==> config.mk <==
export PLATFORM = sky130hd
export DESIGN_NAME = passgate_bus_arbiter
export DESIGN_NICKNAME = d
export VERILOG_FILES = /design/src/rtl/passgate_arb_pkg.sv /design/src/rtl/rr_pick.sv /design/src/rtl/passgate_bus_arbiter.sv
export SDC_FILE = /design/constraint.sdc
export NUM_CORES = 1
export LEC_CHECK = 0
export ABC_AREA = 1
export BUFFER_PORTS_ARGS = -buffer_cell sky130_fd_sc_hd__buf_2
export CORE_ASPECT_RATIO = 0.6
export CORE_MARGIN = 8
export CORE_UTILIZATION = 60
export CTS_CLUSTER_DIAMETER = 30
export DETAILED_ROUTE_END_ITERATION = 8
export PLACE_DENSITY_LB_ADDON = 0.1
export SLEW_MARGIN = 5
export SYNTH_ARGS = -nofsm -noshare
export SYNTH_HDL_FRONTEND = slang
export SYNTH_SLANG_ARGS = --single-unit
==> constraint.sdc <==
create_clock -name clk -period 4.2 [get_ports clk]
set_input_delay 0 -clock clk [delete_from_list [all_inputs] [get_ports clk]]
set_output_delay 0 -clock clk [all_outputs]
set_load 0.005 [all_outputs]
==> src/rtl/passgate_arb_pkg.sv <==
// Shared types and widths for the pass-gate bus arbiter.
// Latency: n/a (types and constants only).
// Backpressure: n/a.
package passgate_arb_pkg;

    // IDLE: no switch closed; GRANT: exactly one switch closed;
    // DEAD: all switches open while the net discharges between owners.
    typedef enum logic [1:0] {
        IDLE  = 2'd0,
        GRANT = 2'd1,
        DEAD  = 2'd2
    } arb_state_t;

    localparam int HOLD_W = 8;  // hold counter, covers MAXHOLD up to 255
    localparam int DEAD_W = 4;  // dead counter, covers DEAD up to 15

endpackage

==> src/rtl/rr_pick.sv <==
// Combinational round-robin picker: first candidate at or after ptr, wrapping N-1 -> 0.
// Latency: 0 cycles (pure combinational).
// Backpressure: none; valid is low when no unmasked request is present.
//
// Ports:
//   req    - request vector
//   ptr    - index where the search starts
//   excl   - mask of agents that may not win this round
//   valid  - some unmasked request exists
//   win    - one-hot winner
//   win_id - encoded winner index (0 when !valid)
module rr_pick #(
    parameter int N = 4
) (
    input  logic [N-1:0]         req,
    input  logic [$clog2(N)-1:0] ptr,
    input  logic [N-1:0]         excl,
    output logic                 valid,
    output logic [N-1:0]         win,
    output logic [$clog2(N)-1:0] win_id
);
    localparam int ID_W = $clog2(N);

    logic [N-1:0] cand;

    assign cand = req & ~excl;

    always_comb begin
        int                idx;
        logic [ID_W-1:0]   sel;
        valid  = 1'b0;
        win    = '0;
        win_id = '0;
        idx    = 0;
        sel    = '0;
        for (int i = 0; i < N; i++) begin
            idx = int'(ptr) + i;
            if (idx >= N) begin
                idx = idx - N;
            end
            sel = ID_W'(idx);
            if (!valid && cand[sel]) begin
                valid    = 1'b1;
                win[sel] = 1'b1;
                win_id   = sel;
            end
        end
    end

endmodule

==> src/rtl/passgate_bus_arbiter.sv <==
// Round-robin owner selection for a tri-state net shared through rnmos pass switches.
// Latency: grant and release take effect on the edge that samples req (registered gate_en).
// Backpressure: an owner keeps the net while it requests, until MAXHOLD cycles with a competitor waiting.
//
// Ports:
//   clk, rst_n - rising-edge clock, asynchronous active-low reset
//   req        - per-agent level request
//   gate_en    - one-hot-or-zero switch gate drive
//   grant_id   - current owner index (0 when idle)
//   busy       - some gate is closed
//   preempt    - one-cycle pulse when a tenure is cut by MAXHOLD
//
// Build option: define PASSGATE_ARB_DEADTIME_EN to insert DEAD all-open cycles
// between owners (break-before-make). Without it, ownership moves on a single edge.
module passgate_bus_arbiter #(
    parameter int N       = 4,
    parameter int MAXHOLD = 8,
    parameter int DEAD    = 2
) (
    input  logic                 clk,
    input  logic                 rst_n,
    input  logic [N-1:0]         req,
    output logic [N-1:0]         gate_en,
    output logic [$clog2(N)-1:0] grant_id,
    output logic                 busy,
    output logic                 preempt
);
    import passgate_arb_pkg::*;

    localparam int ID_W = $clog2(N);
    localparam logic [HOLD_W-1:0] HOLD_LIM = HOLD_W'(MAXHOLD);

    if (N < 2 || N > 16 || MAXHOLD < 1 || MAXHOLD > 255 || DEAD < 1 || DEAD > 15) begin : g_param_check
        $error("passgate_bus_arbiter: parameter out of range");
    end

    arb_state_t        state_q, state_d;
    logic [ID_W-1:0]   ptr_q, ptr_d;
    logic [HOLD_W-1:0] hold_q, hold_d;
    logic [N-1:0]      gate_q, gate_d;
    logic [ID_W-1:0]   id_q, id_d;
    logic              busy_q, busy_d;
    logic              preempt_q, preempt_d;
`ifdef PASSGATE_ARB_DEADTIME_EN
    localparam logic [DEAD_W-1:0] DEAD_LOAD = DEAD_W'(DEAD);
    logic [DEAD_W-1:0] dead_q, dead_d;
`endif

    logic              pick_vld;
    logic [N-1:0]      pick_win;
    logic [ID_W-1:0]   pick_id;
    logic [ID_W-1:0]   ptr_nxt;
    logic              owner_req;
    logic              rivals;
    logic              hold_full;

    // The current owner is masked out of the search, so during a direct
    // handover the net can only move to a different agent. Outside GRANT
    // gate_q is zero and nothing is masked.
    rr_pick #(.N(N)) u_pick (
        .req    (req),
        .ptr    (ptr_q),
        .excl   (gate_q),
        .valid  (pick_vld),
        .win    (pick_win),
        .win_id (pick_id)
    );

    assign ptr_nxt   = (pick_id == ID_W'(N - 1)) ? '0 : pick_id + 1'b1;
    assign owner_req = |(req & gate_q);
    assign rivals    = |(req & ~gate_q);
    assign hold_full = (hold_q == HOLD_LIM);

    always_comb begin
        state_d   = state_q;
        ptr_d     = ptr_q;
        hold_d    = hold_q;
        gate_d    = gate_q;
        id_d      = id_q;
        busy_d    = busy_q;
        preempt_d = 1'b0;
`ifdef PASSGATE_ARB_DEADTIME_EN
        dead_d    = dead_q;
`endif
        case (state_q)
            IDLE: begin
                if (pick_vld) begin
                    state_d = GRANT;
                    gate_d  = pick_win;
                    id_d    = pick_id;
                    busy_d  = 1'b1;
                    hold_d  = HOLD_W'(1);
                    ptr_d   = ptr_nxt;
                end
            end
            GRANT: begin
                if (!owner_req || (hold_full && rivals)) begin
                    // A still-requesting owner here can only mean a MAXHOLD cut.
                    preempt_d = owner_req;
`ifdef PASSGATE_ARB_DEADTIME_EN
                    state_d = passgate_arb_pkg::DEAD;
                    gate_d  = '0;
                    id_d    = '0;
                    busy_d  = 1'b0;
                    hold_d  = '0;
                    dead_d  = DEAD_LOAD;
`else
                    if (pick_vld) begin
                        gate_d = pick_win;
                        id_d   = pick_id;
                        hold_d = HOLD_W'(1);
                        ptr_d  = ptr_nxt;
                    end else begin
                        state_d = IDLE;
                        gate_d  = '0;
                        id_d    = '0;
                        busy_d  = 1'b0;
                        hold_d  = '0;
                    end
`endif
                end else if (!hold_full) begin
                    // Saturates at MAXHOLD when uncontested; the owner keeps the net.
                    hold_d = hold_q + 1'b1;
                end
            end
`ifdef PASSGATE_ARB_DEADTIME_EN
            passgate_arb_pkg::DEAD: begin
                // Arbitrate on the edge where the counter runs out, so the
                // all-open gap lasts exactly DEAD cycles.
                if (dead_q <= DEAD_W'(1)) begin
                    dead_d = '0;
                    if (pick_vld) begin
                        state_d = GRANT;
                        gate_d  = pick_win;
                        id_d    = pick_id;
                        busy_d  = 1'b1;
                        hold_d  = HOLD_W'(1);
                        ptr_d   = ptr_nxt;
                    end else begin
                        state_d = IDLE;
                    end
                end else begin
                    dead_d = dead_q - 1'b1;
                end
            end
`endif
            default: begin
                state_d = IDLE;
                gate_d  = '0;
                id_d    = '0;
                busy_d  = 1'b0;
                hold_d  = '0;
            end
        endcase
    end

    // Reset opens every switch immediately; no dead phase is applied.
    always_ff @(posedge clk or negedge rst_n) begin
        if (!rst_n) begin
            state_q   <= IDLE;
            ptr_q     <= '0;
            hold_q    <= '0;
            gate_q    <= '0;
            id_q      <= '0;
            busy_q    <= 1'b0;
            preempt_q <= 1'b0;
`ifdef PASSGATE_ARB_DEADTIME_EN
            dead_q    <= '0;
`endif
        end else begin
            state_q   <= state_d;
            ptr_q     <= ptr_d;
            hold_q    <= hold_d;
            gate_q    <= gate_d;
            id_q      <= id_d;
            busy_q    <= busy_d;
            preempt_q <= preempt_d;
`ifdef PASSGATE_ARB_DEADTIME_EN
            dead_q    <= dead_d;
`endif
        end
    end

    assign gate_en  = gate_q;
    assign grant_id = id_q;
    assign busy     = busy_q;
    assign preempt  = preempt_q;

endmodule

==> impl_metrics.py, run 1 <==
metrics = {
    "sta": {
        "fin_crit_ns": 2.228,
        "worst_slack_ns": 1.972,
        "rsz0062_at_grt": "no",
        "setup_violations": 0,
        "finalHoldViolations": 0,
        "hold_ws_ns": 0.2045,
        "max_slew_margin_pct": 65.76,
        "tightest_slew_ns": 0.5136,
        "fin_worst_skew_ns": 0.005554,
        "max_freq_mhz": 448.8,
        "period_share_pct": 53.05,
        "fin_tns_setup_ns": 0,
        "slew_violations": 0,
    },
    "global_routing": {
        "grt_overflow": 0,
        "grt_max_degree": 19,
        "grt_pass1_vias": 1229,
        "grtUsageTotal_pct": 17.15,
        "antenna_found_initial": 0,
        "grt_pass1_wl_microns": 5761,
    },
    "worst_setup_path": {
        "r2r_setup_slack_ns": 1.97,
        "cp_slowest_cell": "dfrtp_1",
        "slowest_delay_ns": 0.56,
        "worstSetupEndpointType": "register",
        "timing_worst_setup_path_type": "reg2reg",
        "path_common_cell": "nand2_1",
        "crit_required_ns": 4.34,
        "cp_cell_sequence": "inv_1 > ha_1 > inv_1 > nand3_2 > nand2_2 > nand3_2 > nand2_1 > nand2_1 > nand2_1 > nand2_1 > nand2_1 > nand3_1",
        "r2r_cells": 12,
        "crit_arrival_ns": 2.36,
        "crit_path_start": "ptr_q[1]$_DFFE_PN0P_",
        "cp_num_cells": 12,
        "regToRegStartpoint": "ptr_q[1]$_DFFE_PN0P_",
        "cp-start-kind": "register",
        "r2r_end": "ptr_q[1]$_DFFE_PN0P_",
        "cp_top_family": "simple AND/OR/NAND/NOR gates",
        "worst-path-max-fanout": 11,
        "path_buf_inv": 2,
        "endpoint": "ptr_q[1]$_DFFE_PN0P_",
    },
    "clock_tree": {
        "clk_latency_ns": 0.26,
        "htreeDepth": 1,
        "clockRootBuffer": "clkbuf_8",
        "cts_resized": 0,
        "path_clk_slew_ns": 0.07,
        "cts_buffer_depth": 2,
        "cts_sinks": 18,
        "cts_tree": "yes",
        "cts_buffers": 3,
    },
    "hold_path": {
        "hold_path.class": "in2async",
    },
    "drt": {
        "post_drt_wl_per_cell_microns": 13.60,
        "drc": 0,
        "vias_per_cell": 5.496,
        "dr.pass1.iters": 4,
        "ant_nets": 0,
        "dr.first_iter.drc_count": 93,
        "num_vias": 1363,
        "wirelength_microns": 3373,
    },
    "synth": {
        "ys_types": 25,
        "syn_avg_cell_area_sq_um": 7.078,
        "syn_nets": 217,
        "syn_inst": 201,
        "yosysSeqAreaShare_pct": 31.66,
        "yosysWarnings": 0,
        "ys_seq_elements": 18,
        "syn_area_sq_um": 1423,
    },
    "floorplan": {
        "die_w_microns": 78.86,
        "initial_core_util_pct": 64.31,
        "rows": 13,
        "die_h_microns": 53.72,
        "dieArea_sq_um": 4236,
        "core_sq_um": 2212,
        "io_pins": 14,
    },
    "outcome": {
        "status": "finished clean",
    },
    "layout": {
        "design_area_sq_um": 1585,
        "nFillCells": 188,
        "areaGrowthSynthToFinish_pct": 11.43,
        "fin_cells": 248,
        "drive_above_1_share_pct": 17.43,
        "final_core_util_pct": 71.66,
        "final_nets": 235,
        "antenna_cells": 0,
    },
    "flow_run": {
        "maxCapViolCount": 0,
    },
    "power_and_ir_drop": {
        "power.leakage_nw": 0.8272,
        "ir_drop_mv": 0.4853,
        "p_total_mw": 1.187,
        "power_density_nw_per_um2": 748.6,
    },
    "place": {
        "dp_cells": 243,
        "port_buffers": 13,
        "dpl_cell_area_sq_um": 1520,
        "finalWeightedCongestion": 0.9004,
        "dp_hpwl_microns": 2697,
        "pre_cts_slack_ns": 2.046,
    },
}
[synth_stat cells]
cell type,instances,area [sq um]
o22ai_1,4,25.02
ha_1,10,125.1
o21ai_1,1,5.000
a21oi_1,4,20.02
a21oi_2,1,8.760
nor3_1,1,5.000
nand2_4,1,11.26
nand2_2,3,18.77
o211ai_1,1,7.510
nand2_1,62,232.7
inv_1,24,90.09
or2_1,1,6.260
nand3_2,9,90.09
dfrtp_1,18,450.4
nor2_2,2,12.51
xor2_1,4,35.03
nand4_4,1,21.27
o32ai_1,1,8.760
nor2_1,19,71.32
inv_2,3,11.26
nand4_1,6,37.54
buf_2,1,5.000
o21ai_2,1,8.760
nand3_1,15,75.07
o21ai_0,8,40.04
[metal layers]
layer	routed length, microns	part of all wire, %	vias to the layer above	GRT usage (%)
met4	21	0.62	0	2.744
met5	0	0	-	0
met3	406	12	5	5.648
met2	1266	38	70	24.62
li1	-	-	683	-
met1	1678	50	605	24.64
[cell usage in the layout (no fill, tap or decap)]
cell            n
a21oi_1         4
a21oi_2         1
buf_2          13
clkbuf_8        4
dfrtp_1        18
dlygate4sd3_1   1
ha_1           10
inv_1          24
inv_2           3
nand2_1        62
nand2_2         3
nand2_4         1
nand3_1        15
nand3_2         9
nand4_1         6
nand4_4         1
nor2_1         19
nor2_2          2
nor3_1          1
o211ai_1        1
o21ai_0         8
o21ai_1         1
o21ai_2         1
o22ai_1         4
o32ai_1         1
or2_1           1
xor2_1          4
[worst min path at each step]
stage                 from                end  slack (ns)  depth (start not counted)
floorplan            rst_n   busy$_DFFE_PN0P_       -0.30                          0
global placement     rst_n  preempt$_DFF_PN0_       -0.06                          1
detailed placement   rst_n  preempt$_DFF_PN0_       -0.06                          1
CTS                  rst_n  preempt$_DFF_PN0_        0.20                          2
global route        req[2]  preempt$_DFF_PN0_        0.24                          5
finish               rst_n  preempt$_DFF_PN0_        0.20                          2
[cell families after synthesis]
group	Yosys count	synth area share (%)
flops	18	31.66
buf+inv	28	7.476
fa+ha+maj	10	8.795
xor+xnor	4	2.462
simple gates	120	40.90
compound gates	21	8.707
[sequential cells by signal (all words and copies together) (netlist names)]
name	flops
grant_id	2
ptr_q	2
busy	1
preempt	1
hold_q	8
gate_en	4
[power by group]
| group | switching (mW) | total, mW | internal, mW |
|---|---|---|---|
| registers | 0.0662 | 0.289 | 0.223 |
| logic | 0.510 | 0.758 | 0.248 |
| clock network | 0.0563 | 0.140 | 0.0833 |
| total | 0.632 | 1.19 | 0.554 |
[final cells by class]
class	instances	area [sq um]	area share (%)
repair buffers	14	75.07	4.736
clock buffers	4	55.05	3.473
inverters	27	101.3	6.393
multi-input cells	155	865.8	54.62
well taps	30	37.54	2.368
flip-flops and latches	18	450.4	28.41
[repair_timing]
action / in CTS / in global routing
setup endpoints to repair: 0 / 0
hold buffers: 1 / 0
endpoints found under the hold margin: 18 / 0
setup buffers: 0 / 0
Note: power is estimated with default switching activity, not from simulation.
==> run 2, diff against run 1 <==
- ABC_AREA: 1 -> 0
- CORE_UTILIZATION: 60 -> 58
- clock period: 4.2 -> 2.3 ns (I/O delays scaled with it)
==> run 2 against run 1 <==
  * Synthesized cell count is 30% lower
  * Sequential cell count stayed put
  * Clock power is 93% higher
  * Hold slack worse by 0.0047 ns
  * Via count is 8.0% lower
  * Final area is 0.32% lower
  * Critical path type unchanged
  * Power is 100% higher
  * Largest cell class unchanged
  * Die area is 1.5% lower
  * Combinational power is 110% higher
  * Largest power group unchanged
  * Count of clock-buffer cells in the layout stayed put
  * Critical endpoint is now gate_en[3]$_DFFE_PN0P_
  * Highest routed layer unchanged
==> impl_metrics.py, run 2 <==
metrics = {
    "worst_setup_path": {
        "timing_worst_setup_path_type": "reg2reg",
        "crit_arrival_ns": 2.34,
        "crit_required_ns": 2.45,
        "worst-path-max-fanout": 9,
        "cp-start-kind": "register",
        "worstSetupEndpointType": "register",
    },
    "layout": {
        "final_common_cell": "dfrtp_1",
        "largest_reg_flops": 8,
        "fin_cells": 195,
        "design_area_sq_um": 1580,
        "areaGrowthSynthToFinish_pct": 17.27,
        "drive_above_1_share_pct": 24.85,
        "antenna_cells": 0,
        "mostFrequentLayoutCells": "dfrtp_1, buf_2, nand2_1, buf_4, ha_1",
        "final_core_util_pct": 72.50,
        "largest-register": "hold_q",
        "final_nets": 182,
    },
    "synth": {
        "yosys-top-cells-count": "dfrtp_1, nand2_1, ha_1",
        "yosysSeqAreaShare_pct": 33.43,
        "synth_edf_count": 0,
        "syn_inst": 140,
        "synth-async-reset-ratio_pct": 100.0,
        "ys_types": 40,
        "yosysWarnings": 0,
        "syn_avg_cell_area_sq_um": 9.625,
        "yosysMostFrequentCell": "dfrtp_1",
        "syn_area_sq_um": 1348,
        "synthFlopType": "dfrtp_1",
        "synth_area_leaders": "dfrtp_1, ha_1, mux4_2, a221o_1, nand2_1",
        "ys_seq_elements": 18,
        "netlist.top_cell.by_area": "dfrtp_1",
        "syn_nets": 156,
        "synth_top_area_share_pct": 33.43,
    },
    "sta": {
        "tightest_slew_ns": 0.6162,
        "setup_violations": 0,
        "period_share_pct": 95.21,
        "fin_worst_skew_ns": 0.006979,
        "fin_crit_ns": 2.190,
        "finalHoldViolations": 0,
        "fin_tns_setup_ns": 0,
        "max_freq_mhz": 456.6,
        "slew_violations": 0,
        "worst_slack_ns": 0.1101,
        "hold_ws_ns": 0.1998,
        "max_slew_margin_pct": 58.49,
    },
    "global_routing": {
        "grt_max_degree": 19,
        "antenna_found_initial": 0,
        "grt_pass1_wl_microns": 5595,
        "grtUsageTotal_pct": 17.10,
        "grt_overflow": 0,
        "grt_pass1_vias": 1097,
    },
    "power_and_ir_drop": {
        "power.leakage_nw": 0.7004,
        "p_clk_share_pct": 11.2,
        "ir_drop_mv": 0.8044,
        "p_total_mw": 2.408,
        "power_density_nw_per_um2": 1524,
        "p_sw_share_pct": 45.40,
        "internal_power_mw": 1.315,
        "combPwrFrac_pct": 66.9,
        "seqPwrFrac_pct": 21.9,
        "power.switching_mw": 1.093,
    },
    "place": {
        "port_buffers": 13,
        "pre_cts_slack_ns": 0.1076,
        "finalWeightedCongestion": 0.9755,
        "dp_cells": 190,
        "dpl_cell_area_sq_um": 1504,
        "dp_hpwl_microns": 2523,
    },
    "floorplan": {
        "rows": 13,
        "core_sq_um": 2180,
        "io_pins": 14,
        "die_h_microns": 53.34,
        "initial_core_util_pct": 61.83,
        "dieArea_sq_um": 4172,
        "die_w_microns": 78.23,
    },
    "clock_tree": {
        "cts_sinks": 18,
        "path_clk_slew_ns": 0.08,
        "clockRootBuffer": "clkbuf_8",
        "cts_tree": "yes",
        "cts_buffer_depth": 2,
        "clk_latency_ns": 0.26,
        "cts_setup_buffers": 0,
        "htreeDepth": 1,
        "cts_buffers": 3,
    },
    "drt": {
        "dr.first_iter.drc_count": 204,
        "ant_nets": 0,
        "wirelength_microns": 3444,
        "dr.pass1.iters": 4,
        "drc": 0,
        "post_drt_wl_per_cell_microns": 17.66,
        "vias_per_cell": 6.431,
        "num_vias": 1254,
    },
    "outcome": {
        "status": "finished clean",
    },
    "hold_path": {
        "hold_path.class": "in2async",
    },
    "flow_run": {
        "maxCapViolCount": 0,
    },
}
run 2: cell count changes after synthesis, sizes merged, moves of 5 or more:
cell / delta
nor3: +5
inv: -22
a221o: +5
nor2b: +8
nand2: -54
nand2b: +7
nor2: -15
nand3: -18
run 2: what timing repair did:
| action | CTS | global route |
|---|---|---|
| hold buffers | 1 | 0 |
| resized for setup | 0 | 3 |
| hold endpoints to repair | 18 | 0 |
| endpoints found under the setup margin | 0 | 6 |
run 2: power by group through the flow:
| stage | Combinational, mW | Sequential (mW) | Clock (mW) |
|---|---|---|---|
| finish | 1.61 | 0.528 | 0.270 |
| floorplan | 1.09 | 0.535 | 0 |
| global route | 1.75 | 0.543 | 0.286 |
| CTS | 1.55 | 0.525 | 0.270 |
| detailed placement | 1.53 | 0.528 | 0 |
| global placement | 1.49 | 0.523 | 0 |
run 2: logic make-up (layout without fill, tap and decap cells):
kind of cell | Yosys count | count (layout) | share of synthesized area, %
AO/OA/AOI/OAI | 37 | 37 | 20.43
XOR/XNOR | 4 | 4 | 2.600
adder cells (fa/ha/maj) | 10 | 10 | 9.285
buffers and inverters | 9 | 34 | 3.714
flip-flops | 18 | 18 | 33.43
multiplexers | 4 | 4 | 6.686
AND/OR/NAND/NOR | 58 | 58 | 23.86
run 2: worst max-delay path: stages (launching register included):
cell	delay, ns
dfrtp_1	0.39
inv_4	0.08
ha_2	0.41
mux4_2	0.35
and2_1	0.21
a221oi_1	0.29
nor3_1	0.09
a221o_1	0.27
run 2: area by class of cell:
| cell class | instances | area (sq um) |
|---|---|---|
| flip-flops and latches | 18 | 450.4 |
| clock buffers | 4 | 55.05 |
| fillers | 159 | 599.3 |
| inverters | 5 | 21.27 |
| multi-input cells | 113 | 858.3 |
| well taps | 30 | 37.54 |
| repair buffers | 25 | 157.7 |
run 2: path summary, 6_finish.rpt:
kind / slack (ns) / depth (start not counted) / start / endpoint
max: 0.11 / 7 / ptr_q[0]$_DFFE_PN0P_ / gate_en[3]$_DFFE_PN0P_
min: 0.20 / 2 / rst_n / hold_q[1]$_DFFE_PN0P_
max reg2reg: 0.11 / 7 / ptr_q[0]$_DFFE_PN0P_ / gate_en[3]$_DFFE_PN0P_
min reg2reg: 0.48 / 2 / grant_id[1]$_DFFE_PN0P_ / grant_id[1]$_DFFE_PN0P_
max in group asynchronous: 1.80 / 2 / rst_n / hold_q[4]$_DFFE_PN0P_
min in group clk: 0.29 / 4 / req[3] / hold_q[0]$_DFFE_PN0P_
run 2: metal layers:
metal	share of wire, %	global-route usage [%]	vias up
met4	0.99	2.744	0
met5	0	0	-
met1	48	25.05	596
met3	9.5	5.743	7
met2	42	23.53	65
li1	-	-	586
